==> src/rtl/mem_port_arbiter.sv <==
// Arbiter sharing one fixed-latency single-port memory between instruction fetch
// and the data port; data wins unless fetch has been starved STARVE_MAX times.
module mem_port_arbiter #(
    parameter int unsigned MEM_LAT    = 2,
    parameter int unsigned STARVE_MAX = 4
) (
    input  logic        clk,
    input  logic        rst_n,
    input  logic        halt,
    input  logic        if_req,
    input  logic [31:0] if_addr,
    input  logic        if_flush,
    output logic        if_gnt,
    output logic        if_rvalid,
    output logic [31:0] if_rdata,
    input  logic        dm_req,
    input  logic        dm_we,
    input  logic [31:0] dm_addr,
    input  logic [31:0] dm_wdata,
    output logic        dm_gnt,
    output logic        dm_rvalid,
    output logic [31:0] dm_rdata,
    output logic        mem_en,
    output logic        mem_we,
    output logic [31:0] mem_addr,
    output logic [31:0] mem_wdata,
    input  logic [31:0] mem_rdata,
    output logic        busy
);

    typedef enum logic {
        S_IDLE,
        S_ACCESS
    } state_t;

    typedef enum logic [1:0] {
        OWN_NONE,
        OWN_IF,
        OWN_DM
    } owner_t;

    localparam logic [2:0] LAT_LOAD   = 3'(MEM_LAT - 1);
    localparam logic [3:0] STARVE_LIM = 4'(STARVE_MAX);

    state_t      r_state;
    owner_t      r_owner;
    logic [2:0]  r_lat_cnt;
    logic [3:0]  r_starve_cnt;
    logic        r_cancel;
    logic        r_we;

    logic        w_any_req;
    logic        w_dm_wins;
    logic        w_lat_done;
    logic        w_cancelled;

    always_comb begin
        w_any_req   = if_req | dm_req;
        w_dm_wins   = dm_req && !(if_req && (r_starve_cnt == STARVE_LIM));
        w_lat_done  = (r_lat_cnt == '0);
        // a flush arriving on the completion edge still suppresses the response
        w_cancelled = r_cancel | ((r_owner == OWN_IF) && if_flush);
    end

    always_ff @(posedge clk or negedge rst_n) begin
        if (!rst_n) begin
            r_state      <= S_IDLE;
            r_owner      <= OWN_NONE;
            r_lat_cnt    <= '0;
            r_starve_cnt <= '0;
            r_cancel     <= 1'b0;
            r_we         <= 1'b0;
            if_gnt       <= 1'b0;
            if_rvalid    <= 1'b0;
            if_rdata     <= '0;
            dm_gnt       <= 1'b0;
            dm_rvalid    <= 1'b0;
            dm_rdata     <= '0;
            mem_en       <= 1'b0;
            mem_we       <= 1'b0;
            mem_addr     <= '0;
            mem_wdata    <= '0;
            busy         <= 1'b0;
        end else begin
            if_gnt    <= 1'b0;
            dm_gnt    <= 1'b0;
            mem_en    <= 1'b0;
            mem_we    <= 1'b0;
            if_rvalid <= 1'b0;
            dm_rvalid <= 1'b0;

            case (r_state)
                S_IDLE: begin
                    if (!halt && w_any_req) begin
                        r_state   <= S_ACCESS;
                        r_lat_cnt <= LAT_LOAD;
                        r_cancel  <= 1'b0;
                        mem_en    <= 1'b1;
                        busy      <= 1'b1;
                        if (w_dm_wins) begin
                            r_owner   <= OWN_DM;
                            r_we      <= dm_we;
                            dm_gnt    <= 1'b1;
                            mem_we    <= dm_we;
                            mem_addr  <= dm_addr;
                            mem_wdata <= dm_wdata;
                            if (if_req && (r_starve_cnt != STARVE_LIM)) begin
                                r_starve_cnt <= r_starve_cnt + 4'd1;
                            end
                        end else begin
                            r_owner      <= OWN_IF;
                            r_we         <= 1'b0;
                            if_gnt       <= 1'b1;
                            mem_addr     <= if_addr;
                            mem_wdata    <= '0;
                            r_starve_cnt <= '0;
                        end
                    end
                end

                S_ACCESS: begin
                    if ((r_owner == OWN_IF) && if_flush) begin
                        r_cancel <= 1'b1;
                    end
                    if (w_lat_done) begin
                        r_state  <= S_IDLE;
                        r_owner  <= OWN_NONE;
                        r_cancel <= 1'b0;
                        busy     <= 1'b0;
                        if (r_owner == OWN_DM) begin
                            dm_rvalid <= 1'b1;
                            if (!r_we) begin
                                dm_rdata <= mem_rdata;
                            end
                        end else if (r_owner == OWN_IF && !w_cancelled) begin
                            if_rvalid <= 1'b1;
                            if_rdata  <= mem_rdata;
                        end
                    end else begin
                        r_lat_cnt <= r_lat_cnt - 3'd1;
                    end
                end

                default: begin
                    r_state <= S_IDLE;
                end
            endcase
        end
    end

endmodule

==> config.mk <==
export PLATFORM = sky130hd
export DESIGN_NAME = mem_port_arbiter
export DESIGN_NICKNAME = d
export VERILOG_FILES = /design/src/rtl/mem_port_arbiter.sv
export SDC_FILE = /design/constraint.sdc
export NUM_CORES = 1
export LEC_CHECK = 0
export BUFFER_PORTS_ARGS = -buffer_cell sky130_fd_sc_hd__clkbuf_2
export CORE_MARGIN = 3
export CORE_UTILIZATION = 50
export CTS_BUF_LIST = sky130_fd_sc_hd__clkbuf_4
export DETAILED_ROUTE_END_ITERATION = 10
export PLACE_DENSITY = 0.92
export SLEW_MARGIN = 20
export SYNTH_ARGS = -nofsm -noshare
export SYNTH_HDL_FRONTEND = slang
export SYNTH_SLANG_ARGS = --single-unit
==> constraint.sdc <==
create_clock -name clk -period 2.45 [get_ports clk]
set_input_delay 0.245 -clock clk [delete_from_list [all_inputs] [get_ports clk]]
set_output_delay 0.245 -clock clk [all_outputs]
set_load 0.005 [all_outputs]
Yosys cells after proc, flatten, opt, wreduce, memory -nomap -nowiden. Index checks and enable logic that the tools add are counted.

Logic and storage cells: 88. Bits of input ports: 135. Output and inout port bits: 135. Register bits after elaboration: 147.

Mux-type cells: 38. Reduce and logical (&&, ||, !) cells: 17. Bitwise gates (word level): 5. $add $sub $neg: 2. Eq/ne operators: 9.

Operators by type and width (count): 32-bit 2-to-1 mux (2); 1-bit 2-to-1 mux (24); 4-bit 2-to-1 mux (2); 2-bit AND reduction (4); 4-bit AND reduction (2); 1-bit logical AND (6); 2-bit 2-to-1 mux (3); 3-bit 2-to-1 mux (2); 1-bit case mux with 2 select lines (3); 3-bit case mux with 2 select lines (1); 4-bit by 1-bit adder with 4-bit output, second input constant (1); 4-bit by 3-bit == test with 1-bit output, second input constant (1); 2-bit by 1-bit inequality test with 1-bit output, second input constant (2); 2-bit inequality test, second input constant (2); 4-bit by 3-bit inequality test with 1-bit output, second input constant (1); 2-bit case mux with 2 select lines (1); 1-bit zero test (3); 3-bit zero test (1); 3-bit by 1-bit inequality test with 1-bit output, second input constant (1); 1-bit NOT (3); 3-bit AND reduction (1); 3-bit by 1-bit subtractor with 3-bit output, second input constant (1); 2-bit by 1-bit == test with 1-bit output, second input constant (1); 2-bit == test, second input constant (1); 1-bit bitwise OR (2).

Longest topological paths before layout.
Depth after elaboration: 9. Depth in mapped cells: 7. Gate-level depth less buffers: 5.

Least setup slack after synthesis. OpenSTA, ideal clock, no wires.

Path type: register -> register. From: reg r_lat_cnt[0]. To: reg if_rdata[0]. Arrival time: 1822 ps. Clock period less this slack: 1947 ps. Data required time: 2325 ps. Path buffers: 2. Library setup time: 125 ps. Stages on the path, launching flop included: 8. Path slack: 503 ps. Cells stage by stage: dfrtp_1 > inv_1 > ha_1 > nand3b_4 > or4_4 > buf_6 > buf_12 > mux2_4.

Cells in the longest elaborated chain, start to end: 2.

Ends and longest elaborated chain: start: declaration (RTL line 47) `logic [2:0] r_lat_cnt;`; start signal: assignment (RTL line 140) `r_lat_cnt <= r_lat_cnt - 3'd1;`; 3-bit zero test (RTL line 60) `w_lat_done = (r_lat_cnt == '0);`; 4-bit AND reduction (no line); end signal: assignment (RTL line 137) `if_rdata <= mem_rdata;`; end: declaration (RTL line 15) `output logic [31:0] if_rdata,`.

No other way between the ends. A chain may end at the register's enable or synchronous reset.

Final worst setup path.
From: reg r_starve_cnt[0]. To: reg mem_addr[17].

Cells in the longest elaborated chain, start to end: 5.

Ends and longest elaborated chain: start: declaration (RTL line 48) `logic [3:0] r_starve_cnt;`; start signal: assignment (RTL line 108) `r_starve_cnt <= r_starve_cnt + 4'd1;`; 4-bit by 3-bit == test with 1-bit output (RTL line 59) `w_dm_wins = dm_req && !(if_req && (r_starve_cnt == STARVE_LIM));`; 1-bit logical AND (RTL line 59); 1-bit zero test (RTL line 59); 1-bit logical AND (RTL line 59); 32-bit 2-to-1 mux (RTL line 100) `if (w_dm_wins) begin`; end signal: assignment (RTL line 105) `mem_addr <= dm_addr;`; end signal: assignment (RTL line 114) `mem_addr <= if_addr;`; end: declaration (RTL line 25) `output logic [31:0] mem_addr,`.

No other way between the ends.

==> summary.md <==
| Metric | Value |
|---|---|
| Status | `completed` |
| WP data required | `about 2900 ps` |
| Switch Pwr | `3.45 mW` |
| Worst IR Drop VDD | `around 0.5 mV` |
| Post-synth top area share | `0.575` |
| Core area | `between 10,000 and 15,000 µm²` |
| Crit-path max cell delay | `approximately 600 ps` |
| Vias | `just over 6k` |
| H-tree levels | `4` |
| Synthesized Nets | `roughly 660` |
| Leak pwr | `~4.6 nW` |
| Unrepaired setup endpoints after global routing | `false` |
| Top FF cell, synth | `dfrtp_1` |
| Iteration-0 DRC Markers | `between 600 and 700` |
| Yosys warns | `0` |
| Initial antenna violation count | `0` |
| Critical path's slowest cell | `dlygate4sd3_1` |
| Vias in the first global route | `about 6.3k` |
| Hold Crit Class | `input port to flip-flop` |
| Grt ovf | `0` |
| Mapped Area | `6390 µm²` |
| Critical Path Sink Type | `flip-flop` |
| Slew @ Worst Pin | `687 ps` |
| Switching part of the total power | `0.353` |
| Pwr dens | `about 1000 nW/µm²` |
| Clk sink count | `~150` |
| Mean post-synth cell area | `around 12 µm²` |
| CTS Buf Count | `17` |
| Dpl hpwl | `between 10 and 15 mm` |
| Number of synthesized flops with an enable pin | `0` |
| Gr usage total | `0.306` |
| Placed cell areas | `approximately 7800 µm²` |
| Crit path time final | `~2300 ps` |
| Synth-to-layout area growth | `47.5%` |
| IO buf count | `about 270` |
| Worst Path Max Fanout | `32` |
| Synth cell types | `39` |
| Crit-path cells | `inv_1 > ha_1 > and4b_1 > nor2_2 > buf_4 > o211ai_1 > dlygate4sd3_1` |
| Slew Viols, Final | `0` |
| DRC Markers | `0` |
| CTS Root Cell | `clkbuf_4` |
| DRT Wirelength | `around 22 mm` |
| Fin area | `between 9000 and 10,000 µm²` |
| Final hold vios | `0` |
| Gate power share | `0.410` |
| Skew final | `approximately 35 ps` |
| Syn Inst Count | `518` |
| Layout Nets | `1,043` |
| Height of the chip | `about 120 µm` |
| Initial Util | `0.522` |
| Placement Rows | `40` |
| Clock buffer depth | `2` |
| Max-slew headroom | `0.541` |
| Clock-pin slew on the worst setup and hold paths | `~140 ps` |
| First-pass GRT wire length | `34.2 mm` |
| Startpoint Class | `flip-flop` |
| Fraction of layout cells with a size suffix above 1 | `0.421` |
| Clock Power Share | `0.155` |
| Cts repair resizes | `0` |
| Synth area leaders | `dfrtp_1, mux2_4, mux2_2` |
| Yosys top cell by area | `dfrtp_1` |
| CTS tree | `built` |
| Total Power | `9.78 mW` |
| Setup_tns | `0 ps` |
| Routability congestion estimate from global placement | `roughly 0.8` |
| Worst hold slack | `around 74 ps` |
| Sequential area share after synthesis | `0.575` |
| Area of the die | `about 14,000 µm²` |
| Final ANT Viol Nets | `0` |
| Async SR Flop Fraction | `1.00` |
| Max Clk Rate | `439 MHz` |
| DRT Pass-1 Iters | `5` |
| Finish-stage setup viols | `0` |
| Avg Vias per Cell | `5.73` |
| Crit share post-route | `0.930` |
| Flop pwr share | `0.436` |
| Number of max-cap violations | `0` |
| Worst Path Class, Setup | `flip-flop to flip-flop` |
| Die X | `approximately 120 µm` |
| Reg2Reg Setup Slack | `170 ps` |
| Power Internal | `6.33 mW` |
| Largest net degree at the start of global routing | `54` |
| # IOs | `270` |
| WL/cell | `around 20 µm` |
| Arrival time worst endpoint | `2700 ps` |
| Clk_lat worst skew | `roughly 540 ps` |
| Yosys reg bits | `~150` |
-- per-layer routing --
metal	GRT usage	share of wire	vias to the layer above
met2	0.526	0.50	424
met3	0.0859	0.084	79
met4	0.122	0.036	0
met1	0.363	0.38	3017
li1	-	-	2704
met5	0	0	-
-- power groups by stage --
stage	logic (mW)	registers [mW]	clock network, mW
4_1_cts	3.89	4.19	1.53
6_report	4.01	4.26	1.51
2_1_floorplan	1.70	4.19	0
3_3_place_gp	3.22	4.17	0
3_5_place_dp	3.38	4.23	0
5_1_grt	4.32	4.36	1.65
-- timing repair --
item | CTS | global route
hold endpoints to repair | 175 | 0
setup buffers | 0 | 0
hold buffers | 130 | 0
-- cells by family after synthesis --
family | share of synthesized area
xor gates and xnor gates | 0.00137
and+or+nand+nor | 0.110
buffers and inverters | 0.0468
adders and majority gates | 0.00783
AOI/OAI and AO/OA | 0.126
muxes | 0.133
DFF | 0.575
-- Yosys cell counts (all sizes together), types with 6 or more instances --
| cell | count |
|---|---|
| buf | 18 |
| clkbuf | 31 |
| dfrtp | 147 |
| inv | 10 |
| mux2 | 64 |
| nand2 | 6 |
| nand3 | 67 |
| nand4 | 32 |
| nor2 | 7 |
| o211ai | 32 |
| o21ai | 36 |
| o2bb2ai | 34 |
-- cells in the final DEF, fill, tap and decap left out, drive strengths merged, types with 2 or more instances in the layout --
cell type	Yosys	final
clkbuf	31	285
dfrtp	147	147
dlygate4sd3	0	130
nand3	67	67
mux2	64	64
o21ai	36	36
o2bb2ai	34	34
nand4	32	32
o211ai	32	32
buf	18	18
inv	10	17
nor2	7	7
nand2	6	6
clkinv	0	5
or3	4	4
ha	4	4
a21oi	3	3
nand2b	2	2
a211oi	2	2
mux2i	2	2
a22o	2	2
clkinvlp	0	2
or2	2	2
-- through the flow --
step           instances   util  worst slack [ps]
2_1_floorplan        518      -               503
3_3_place_gp         923  0.640               349
3_5_place_dp         923  0.640               301
4_1_cts             1085  0.769               233
5_1_grt             1085  0.769              15.2
6_report            1086  0.769               170
-- final timing paths --
kind                                  from       endpoint  cells after the start
max                        r_starve_cnt[0]   mem_addr[17]                      7
min reg2reg                  mem_wdata[25]  mem_wdata[25]                      1
min                               if_flush       r_cancel                      4
max reg2reg                r_starve_cnt[0]   mem_addr[17]                      7
max in group asynchronous            rst_n   dm_rdata[22]                      3
min in group asynchronous            rst_n   mem_addr[14]                      2
-- final cells by class --
| class | instances | area, µm² |
|---|---|---|
| sequential | 147 | 3680 |
| antenna | 1 | 2.50 |
| fill | 732 | 2830 |
| clock inverter | 15 | 146 |
| multi-input combinational | 312 | 2430 |
| clock buffer | 17 | 128 |
| inverter | 10 | 37.5 |
| tap | 168 | 210 |
| timing repair buffer | 416 | 2790 |
-- worst max-delay path: cells and delay by family, from the launching register on --
family | cells | cell delay (ps)
AO/OA/AOI/OAI | 1 | 190
flip-flops | 1 | 430
AND/OR/NAND/NOR | 2 | 330
buffers and inverters | 3 | 1030
adder cells (fa/ha/maj) | 1 | 200
-- sequential cells by signal, summed over array words and instances, names as in the netlist, 2 cells and up --
signal,flops
mem_addr,32
dm_rdata,32
r_lat_cnt,3
if_rdata,32
r_starve_cnt,4
mem_wdata,32
r_owner,2
Power figures use the tool's default switching activity.
